--- src/rtl/uart_pkg.sv ---
// Shared UART definitions: receiver state encoding and bit-period helper.
// Used by uart_rx and by the transmitter, so both agree on timing.
package uart_pkg;

   typedef enum logic [2:0] {
      IDLE,
      START,
      DATA,
      STOP,
      BREAK,
      PARITY
   } uart_rx_state_t;

   function automatic int bit_period(input int clk_freq, input int bitrate);
      return clk_freq / bitrate;
   endfunction

endpackage

--- src/rtl/uart_sync.sv ---
// Two-flop synchronizer for an asynchronous input.
// Ports: clk, rst (sync, active-high), d (async in), q (synced out).
module uart_sync #(
   parameter logic RST_VAL = 1'b1
) (
   input  logic clk,
   input  logic rst,
   input  logic d,
   output logic q
);

   logic s1;

   always_ff @(posedge clk) begin
      if (rst) begin
         s1 <= RST_VAL;
         q  <= RST_VAL;
      end else begin
         s1 <= d;
         q  <= s1;
      end
   end

endmodule

--- src/rtl/uart_rx.sv ---
// UART receiver: start, W_DATA data bits LSB first, one stop bit; idle high.
// Ports: clk, rst (sync, active-high), rx (async serial in), data (last good
// word), rx_valid (1-cycle strobe), rx_busy (frame in progress), frame_err
// (1-cycle strobe, stop bit low). Optional macro UART_RX_PARITY_EN adds an
// even-parity bit before the stop bit and a parity_err strobe output.
module uart_rx
   import uart_pkg::*;
#(
   parameter int CLK_FREQUENCY = 50_000_000,
   parameter int BITRATE       = 115_200,
   parameter int W_DATA        = 8
) (
   input  logic              clk,
   input  logic              rst,
   input  logic              rx,
   output logic [W_DATA-1:0] data,
   output logic              rx_valid,
   output logic              rx_busy,
`ifdef UART_RX_PARITY_EN
   output logic              parity_err,
`endif
   output logic              frame_err
);

   localparam int BIT_PERIOD  = bit_period(CLK_FREQUENCY, BITRATE);
   localparam int HALF_PERIOD = BIT_PERIOD / 2;
   localparam int W_CNT       = $clog2(BIT_PERIOD);
   localparam int W_BIT       = $clog2(W_DATA + 1);

   localparam logic [W_CNT-1:0] CNT_LAST = W_CNT'(BIT_PERIOD - 1);
   localparam logic [W_CNT-1:0] CNT_HALF = W_CNT'(HALF_PERIOD - 1);
   localparam logic [W_BIT-1:0] BIT_LAST = W_BIT'(W_DATA - 1);

   if (BIT_PERIOD < 4) begin : g_chk
      $error("uart_rx: BIT_PERIOD must be >= 4");
   end

   uart_rx_state_t    state, state_nxt;
   logic [W_CNT-1:0]  cnt;
   logic [W_BIT-1:0]  bit_cnt;
   logic [W_DATA-1:0] shreg;
   logic              rx_s;
   logic              shift;
   logic              load;
   logic              valid_nxt;
   logic              ferr_nxt;
`ifdef UART_RX_PARITY_EN
   logic              par_bit;
   logic              par_ld;
   logic              perr_nxt;
`endif

   uart_sync #(.RST_VAL(1'b1)) u_sync (
      .clk (clk),
      .rst (rst),
      .d   (rx),
      .q   (rx_s)
   );

   assign rx_busy = (state != IDLE);

   always_ff @(posedge clk) begin
      if (rst) state <= IDLE;
      else     state <= state_nxt;
   end

   always_comb begin
      state_nxt = state;
      shift     = 1'b0;
      load      = 1'b0;
      valid_nxt = 1'b0;
      ferr_nxt  = 1'b0;
`ifdef UART_RX_PARITY_EN
      par_ld    = 1'b0;
      perr_nxt  = 1'b0;
`endif
      unique case (state)
         IDLE: begin
            if (!rx_s) state_nxt = START;
         end
         START: begin
            // mid-start-bit recheck rejects short glitches
            if (cnt == CNT_HALF) state_nxt = rx_s ? IDLE : DATA;
         end
         DATA: begin
            if (cnt == CNT_LAST) begin
               shift = 1'b1;
`ifdef UART_RX_PARITY_EN
               if (bit_cnt == BIT_LAST) state_nxt = PARITY;
`else
               if (bit_cnt == BIT_LAST) state_nxt = STOP;
`endif
            end
         end
`ifdef UART_RX_PARITY_EN
         PARITY: begin
            if (cnt == CNT_LAST) begin
               par_ld    = 1'b1;
               state_nxt = STOP;
            end
         end
`endif
         STOP: begin
            // leave on the stop sample so a back-to-back start is caught
            if (cnt == CNT_LAST) begin
               if (rx_s) begin
                  state_nxt = IDLE;
`ifdef UART_RX_PARITY_EN
                  if (^{shreg, par_bit}) begin
                     perr_nxt = 1'b1;
                  end else begin
                     valid_nxt = 1'b1;
                     load      = 1'b1;
                  end
`else
                  valid_nxt = 1'b1;
                  load      = 1'b1;
`endif
               end else begin
                  ferr_nxt  = 1'b1;
                  state_nxt = BREAK;
               end
            end
         end
         BREAK: begin
            if (rx_s) state_nxt = IDLE;
         end
         default: state_nxt = IDLE;
      endcase
   end

   always_ff @(posedge clk) begin
      if (rst) begin
         cnt       <= '0;
         bit_cnt   <= '0;
         shreg     <= '0;
         data      <= '0;
         rx_valid  <= 1'b0;
         frame_err <= 1'b0;
      end else begin
         if (state_nxt != state || cnt == CNT_LAST) cnt <= '0;
         else                                       cnt <= cnt + 1'b1;
         if (state_nxt != state) bit_cnt <= '0;
         else if (shift)         bit_cnt <= bit_cnt + 1'b1;
         if (shift) shreg <= {rx_s, shreg[W_DATA-1:1]};
         if (load)  data  <= shreg;
         rx_valid  <= valid_nxt;
         frame_err <= ferr_nxt;
      end
   end

`ifdef UART_RX_PARITY_EN
   always_ff @(posedge clk) begin
      if (rst) begin
         par_bit    <= 1'b0;
         parity_err <= 1'b0;
      end else begin
         if (par_ld) par_bit <= rx_s;
         parity_err <= perr_nxt;
      end
   end
`endif

endmodule

--- config.mk ---
export PLATFORM = sky130hd
export DESIGN_NAME = uart_rx
export DESIGN_NICKNAME = d
export VERILOG_FILES = /design/src/rtl/uart_pkg.sv /design/src/rtl/uart_sync.sv /design/src/rtl/uart_rx.sv
export SDC_FILE = /design/constraint.sdc
export NUM_CORES = 1
export LEC_CHECK = 0
export ABC_AREA = 1
export CORE_MARGIN = 3
export CORE_UTILIZATION = 30
export CTS_BUF_LIST = sky130_fd_sc_hd__clkbuf_2 sky130_fd_sc_hd__clkbuf_4 sky130_fd_sc_hd__clkbuf_8
export DETAILED_ROUTE_END_ITERATION = 12
export HOLD_SLACK_MARGIN = 0.06
export PLACE_DENSITY = 0.44
export SYNTH_ARGS = -nofsm -noshare
export SYNTH_HDL_FRONTEND = slang
export SYNTH_SLANG_ARGS = --single-unit
--- constraint.sdc ---
create_clock -name clk -period 1.8 [get_ports clk]
set_input_delay 0.36 -clock clk [delete_from_list [all_inputs] [get_ports clk]]
set_output_delay 0.36 -clock clk [all_outputs]
set_load 0.01 [all_outputs]
## After elaboration in Yosys (flattened, before gate mapping)

Cells that the tools add are included.

| word-level totals | value |
|---|---|
| bits in registers | 36 |
| input port bits | 3 |
| output and inout port bits | 11 |
| logic and storage cells | 42 |

| cells by class | value |
|---|---|
| add/subtract/negate cells | 2 |
| equality and inequality tests | 8 |
| muxes and demuxes | 15 |
| bitwise logic cells | 2 |
| reduce and logical (&&, ||, !) cells | 6 |

Operators with widths:

| operator | count |
|---|---|
| 3-bit 2-to-1 mux | 7 |
| 3-bit one-hot mux with 5 select lines | 1 |
| 9-bit by 1-bit adder with 9-bit output (second input constant) | 1 |
| 9-bit by 8-bit equality test with 1-bit output (second input constant) | 1 |
| 9-bit equality test (second input constant) | 1 |
| 3-bit by 2-bit equality test with 1-bit output (second input constant) | 2 |
| 1-bit 2-to-1 mux | 6 |
| 4-bit by 1-bit adder with 4-bit output (second input constant) | 1 |
| 4-bit by 3-bit equality test with 1-bit output (second input constant) | 1 |
| 2-bit OR reduction | 2 |
| 3-bit by 1-bit equality test with 1-bit output (second input constant) | 1 |
| 3-bit equality test (second input constant) | 1 |
| 3-bit logical NOT | 1 |
| 3-bit != test | 1 |
| 3-bit nonzero test | 1 |
| 3-bit OR reduction | 1 |
| 2-bit 2-to-1 mux | 1 |
| 1-bit inverter | 2 |
| 1-bit logical OR | 1 |

## Logic depth before layout (Yosys ltp)

| logic depth | value |
|---|---|
| word-level depth | 7 |
| depth in mapped cells | 12 |
| gate-level depth less buffers | 12 |

## By module

A second synthesis with hierarchy kept.

| unflattened totals | value |
|---|---|
| cell total of the unflattened synthesis | 200 |
| area, all modules | 1534.0 um^2 |

Modules (own cells, without submodules):

| module | times used | cells an instance | area an instance (um^2) |
|---|---|---|---|
| uart_rx | 1 | 193 | 1475.2 |
| uart_sync | 1 | 7 | 58.8 |

## Worst setup path after synthesis

Ideal clock, no wire load.

| timing | value |
|---|---|
| path kind | register -> register |
| start | register cnt[0] |
| end | register cnt[0] |
| library setup time | 0.118 ns |
| arrival time | 1.408 ns |
| slack | 0.275 ns |
| stages on the path, launching flop included | 11 |
| path buffers | 0 |
| clock period less this slack | 1.525 ns |
| cells stage by stage | dfxtp_1 -> ha_1 -> nand2_1 -> nor2_1 -> nand2_4 -> nor2_4 -> nand3_2 -> nand2_1 -> nand2_2 -> nand4_4 -> nor2_1 |

| between the ends | value |
|---|---|
| cells in the longest elaborated chain, start to end | 6 |

RTL lines:

| item | line | RTL |
|---|---|---|
| start: declaration | uart_rx.sv:39 | `logic [W_CNT-1:0] cnt;` |
| start signal: assignment | uart_rx.sv:142 | `else cnt <= cnt + 1'b1;` |
| 9-bit equality test / 9-bit by 8-bit equality test with 1-bit output (equally long branches) | -- |  |
| 3-bit 2-to-1 mux, on equally long branches | uart_rx.sv:105, uart_rx.sv:83, uart_rx.sv:86 |  |
| 3-bit one-hot mux with 5 select lines | uart_rx.sv:77 | `unique case (state)` |
| 3-bit != test | uart_rx.sv:141 | `if (state_nxt != state \|\| cnt == CNT_LAST) cnt <= '0;` |
| 1-bit logical OR | uart_rx.sv:141 |  |
| 2-bit OR reduction (no line) | -- |  |

Several ways; a longest one is shown, not always the timed one.
A chain may end at the register's enable or synchronous reset.

## Final worst setup path

| timing | value |
|---|---|
| start | register cnt[1] |
| end | register cnt[3] |

The elaborated chain is that of the path after synthesis.

==> summary.md <==
| Metric | Value |
|---|---|
| Peak Freq | `0.6150 GHz` |
| Chip width | `about 78 um` |
| Worst-path clk slew | `0.07 ns` |
| Core area | `4848 um2` |
| Initial Util | `0.3192` |
| Dominant cells by area after synthesis | `dfxtp_1 (47%), nor2_1 (12%), o21ai_0 (5.5%)` |
| Final Cell Area | `1893 um2` |
| Post-synth top area share | `0.4656` |
| Fill cells | `526` |
| ANT cells | `0` |
| Ys Warns | `0` |
| Startpoint type of the worst setup path | `flip-flop` |
| Pint | `1.167 mW` |
| Seq cells post-synth | `36` |
| Synth top cells by count | `nor2_1 (49), dfxtp_1 (36), inv_1 (22)` |
| Post-route clock skew | `~0.0089 ns` |
| Hold path start | `u_sync.s1$_SDFF_PP1_` |
| Hold Buf Count CTS | `0` |
| Switching Power | `338.8 uW` |
| Crit path capture type | `flip-flop` |
| Worst flop-to-flop path startpoint | `cnt[1]$_SDFF_PP0_` |
| CTS tree | `yes` |
| Fin crit share | `0.9033` |
| Worst Max-Slew Pin Slew | `0.3401 ns` |
| Die Y | `77.83 um` |
| Routed vias | `roughly 1.2k` |
| Leak pwr | `0.7810 nW` |
| Combinational Power Share | `0.058` |
| RSZ-0062 raised after global routing | `true` |
| Minimum clock period | `1.626 ns` |
| Final Hold Vio Count | `0` |
| Flop2flop setup slack | `0.17 ns` |
| Area Growth Syn to Fin | `22.31%` |
| H-tree levels | `2` |
| Post-DP HPWL | `2228 um` |
| Sw frac | `0.2250` |
| DP Area | `1779 um2` |
| Hold Crit Endpoint | `u_sync.q$_SDFF_PP1_` |
| Crit Reg-Reg Endpoint | `cnt[3]$_SDFF_PP0_` |
| Clk pwr share | `0.401` |
| Nets@finish | `225` |
| Sequential share of the synthesized area | `0.4656` |
| Port buffer count | `13` |
| DR WL/cell | `10.22 um` |
| Final Util | `0.3905` |
| CTS sink cnt | `36` |
| Root buffer cell | `clkbuf_8` |
| Post-Synthesis Net Count | `204` |
| Max-slew headroom | `0.7730` |
| Initial antenna violation count | `0` |
| Total track usage | `0.1092` |
| Total global routing overflow | `0` |
| Share of flip-flops with an asynchronous set or reset | `0` |
| Max-cap violation count | `0` |
| I/O pin count | `14` |
| Mean post-synth cell area | `a little under 8 um2` |
| GP Congestion | `just under 0.8` |
| Crit-path max FO | `9` |
| Die area | `a little over 6000 um2` |
| Worst r2r path cells | `12` |
| Register Area | `725.7 um2` |
| Initial DRC Count | `45` |
| Critical path class | `reg2reg` |
| Type of the worst min-delay path | `reg2reg` |
| Area leader, netlist | `dfxtp_1` |
| Critical path data arrival time | `1.85 ns` |
| Status | `finished clean` |
| Total routed wirelength | `2922 um` |
| Cts bufs inserted | `5` |
| Drt pass-1 iters | `4` |
| Seq pwr share | `0.541` |
| Vias per cell | `4.322` |
| Vias in the first global route | `around 1.2k` |
| Post-route antenna net violation count | `0` |
| Critical Path RT | `2.02 ns` |
| Rows | `25` |
| Cell variety after synth | `24` |
| First-pass GRT wire length | `5230 um` |
| Longest Clk Path Bufs | `2` |
| Most frequent cell after synthesis | `nor2_1` |
| Dominant synthesized flop cell | `dfxtp_1` |
| Worst vdd ir | `0.5695 mV` |
| Syn Std Cell Area | `between 1500 and 2000 um2` |
| Worst Hold Path Cells | `1` |
| Drt drc | `0` |
| Pwr Density | `between 700 and 800 nW/um2` |
| Final setup fails | `0` |
| Worst-skew pair later-pin latency | `0.29 ns` |
| Final Max Slew Viols | `0` |
| Syn Inst Count | `197` |
| EDFF count, synth | `0` |
| Footprint of the multi-input gates | `730.7 um2` |
| Ratio of cells with drive above 1 in the final layout | `0.1689` |
| Largest net degree at the start of global routing | `17` |
-- area by class of cell --
type	instances	share of cell area
clock buffer	7	0.04759
timing repair buffer	17	0.08394
clock inverter	1	0.003966
inverter	25	0.05089
sequential	36	0.3833
multi-input combinational	133	0.3860
tap	67	0.04428
-- what timing repair did --
| action | in CTS | in global routing |
|---|---|---|
| setup buffers | 0 | 0 |
| endpoints found under the hold margin | 0 | 0 |
| endpoints found under the setup margin | 1 | 17 |
| resized for setup | 6 | 4 |
| pin swaps | 0 | 1 |
-- flip-flops by register name, indices dropped and copies added (netlist names) --
| name | flops |
|---|---|
| bit_cnt | 4 |
| cnt | 9 |
| data | 8 |
| frame_err | 1 |
| rx_valid | 1 |
| shreg | 8 |
| state | 3 |
| u_sync.q | 1 |
| u_sync.s1 | 1 |
-- worst max path at each step --
stage,start,endpoint,slack (ns),cells after the start
finish,cnt[1]$_SDFF_PP0_,cnt[3]$_SDFF_PP0_,0.17,12
global route,cnt[1]$_SDFF_PP0_,cnt[6]$_SDFF_PP0_,-0.04,12
CTS,cnt[1]$_SDFF_PP0_,data[7]$_SDFFE_PP0P_,0.09,10
detailed placement,cnt[1]$_SDFF_PP0_,cnt[3]$_SDFF_PP0_,0.11,12
global placement,rst,cnt[2]$_SDFF_PP0_,0.15,6
floorplan,cnt[0]$_SDFF_PP0_,cnt[0]$_SDFF_PP0_,0.27,10
-- power by group through the flow --
stage	sequential, mW	combinational [mW]	clock (mW)
final	0.815	0.0870	0.604
after CTS	0.815	0.0895	0.636
after global placement	0.833	0.0868	0
after global routing	0.816	0.100	0.674
after detailed placement	0.834	0.0897	0
after floorplan	0.832	0.0599	0
-- metal layers --
metal  global-route usage  vias to the layer above  wire length (um)
met2               0.1644                       24              1315
met4              0.05338                        0                58
met5                    0                        -                 0
li1                     -                      654                 -
met3              0.03596                        7               146
met1               0.1392                      551              1401
-- worst max-delay path: stages (launching register included) --
cell,delay [ns]
dfxtp_1,0.33
inv_1,0.08
ha_1,0.15
nand2_1,0.06
nor2_2,0.15
nand2_4,0.10
nand2_2,0.09
inv_2,0.05
nor2_4,0.12
nand2_1,0.07
nand2_2,0.09
nand4_4,0.15
nor2_1,0.13
-- stage by stage --
stage / setup TNS (ns) / total power, mW / std cells / setup slack [ns] / hold slack (ns)
floorplan: 0 / 0.8923 / 197 / 0.2747 / 0.3895
global placement: 0 / 0.9196 / 278 / 0.1455 / 0.4005
detailed placement: 0 / 0.9233 / 278 / 0.1105 / 0.4042
CTS: 0 / 1.541 / 286 / 0.09123 / 0.4272
global route: -0.1315 / 1.591 / 286 / -0.04241 / 0.4538
finish: 0 / 1.506 / 286 / 0.1741 / 0.4184
-- cell usage in the layout, fill, tap and decap left out, drive strengths merged, types with 4 or more instances in the layout --
| master | count |
|---|---|
| o21ai | 17 |
| nand3 | 8 |
| xor2 | 7 |
| ha | 4 |
| clkdlybuf4s50 | 12 |
| a21oi | 6 |
| inv | 25 |
| nand2 | 23 |
| dfxtp | 36 |
| buf | 4 |
| nor2 | 54 |
| clkbuf | 7 |
-- cell families after synthesis --
kind of cell	share of synthesized area
compound gates	0.08731
xor+xnor	0.05659
simple gates	0.2894
buf+inv	0.06871
flops	0.4656
fa+ha+maj	0.03234
(Power assumes the default switching activity.)
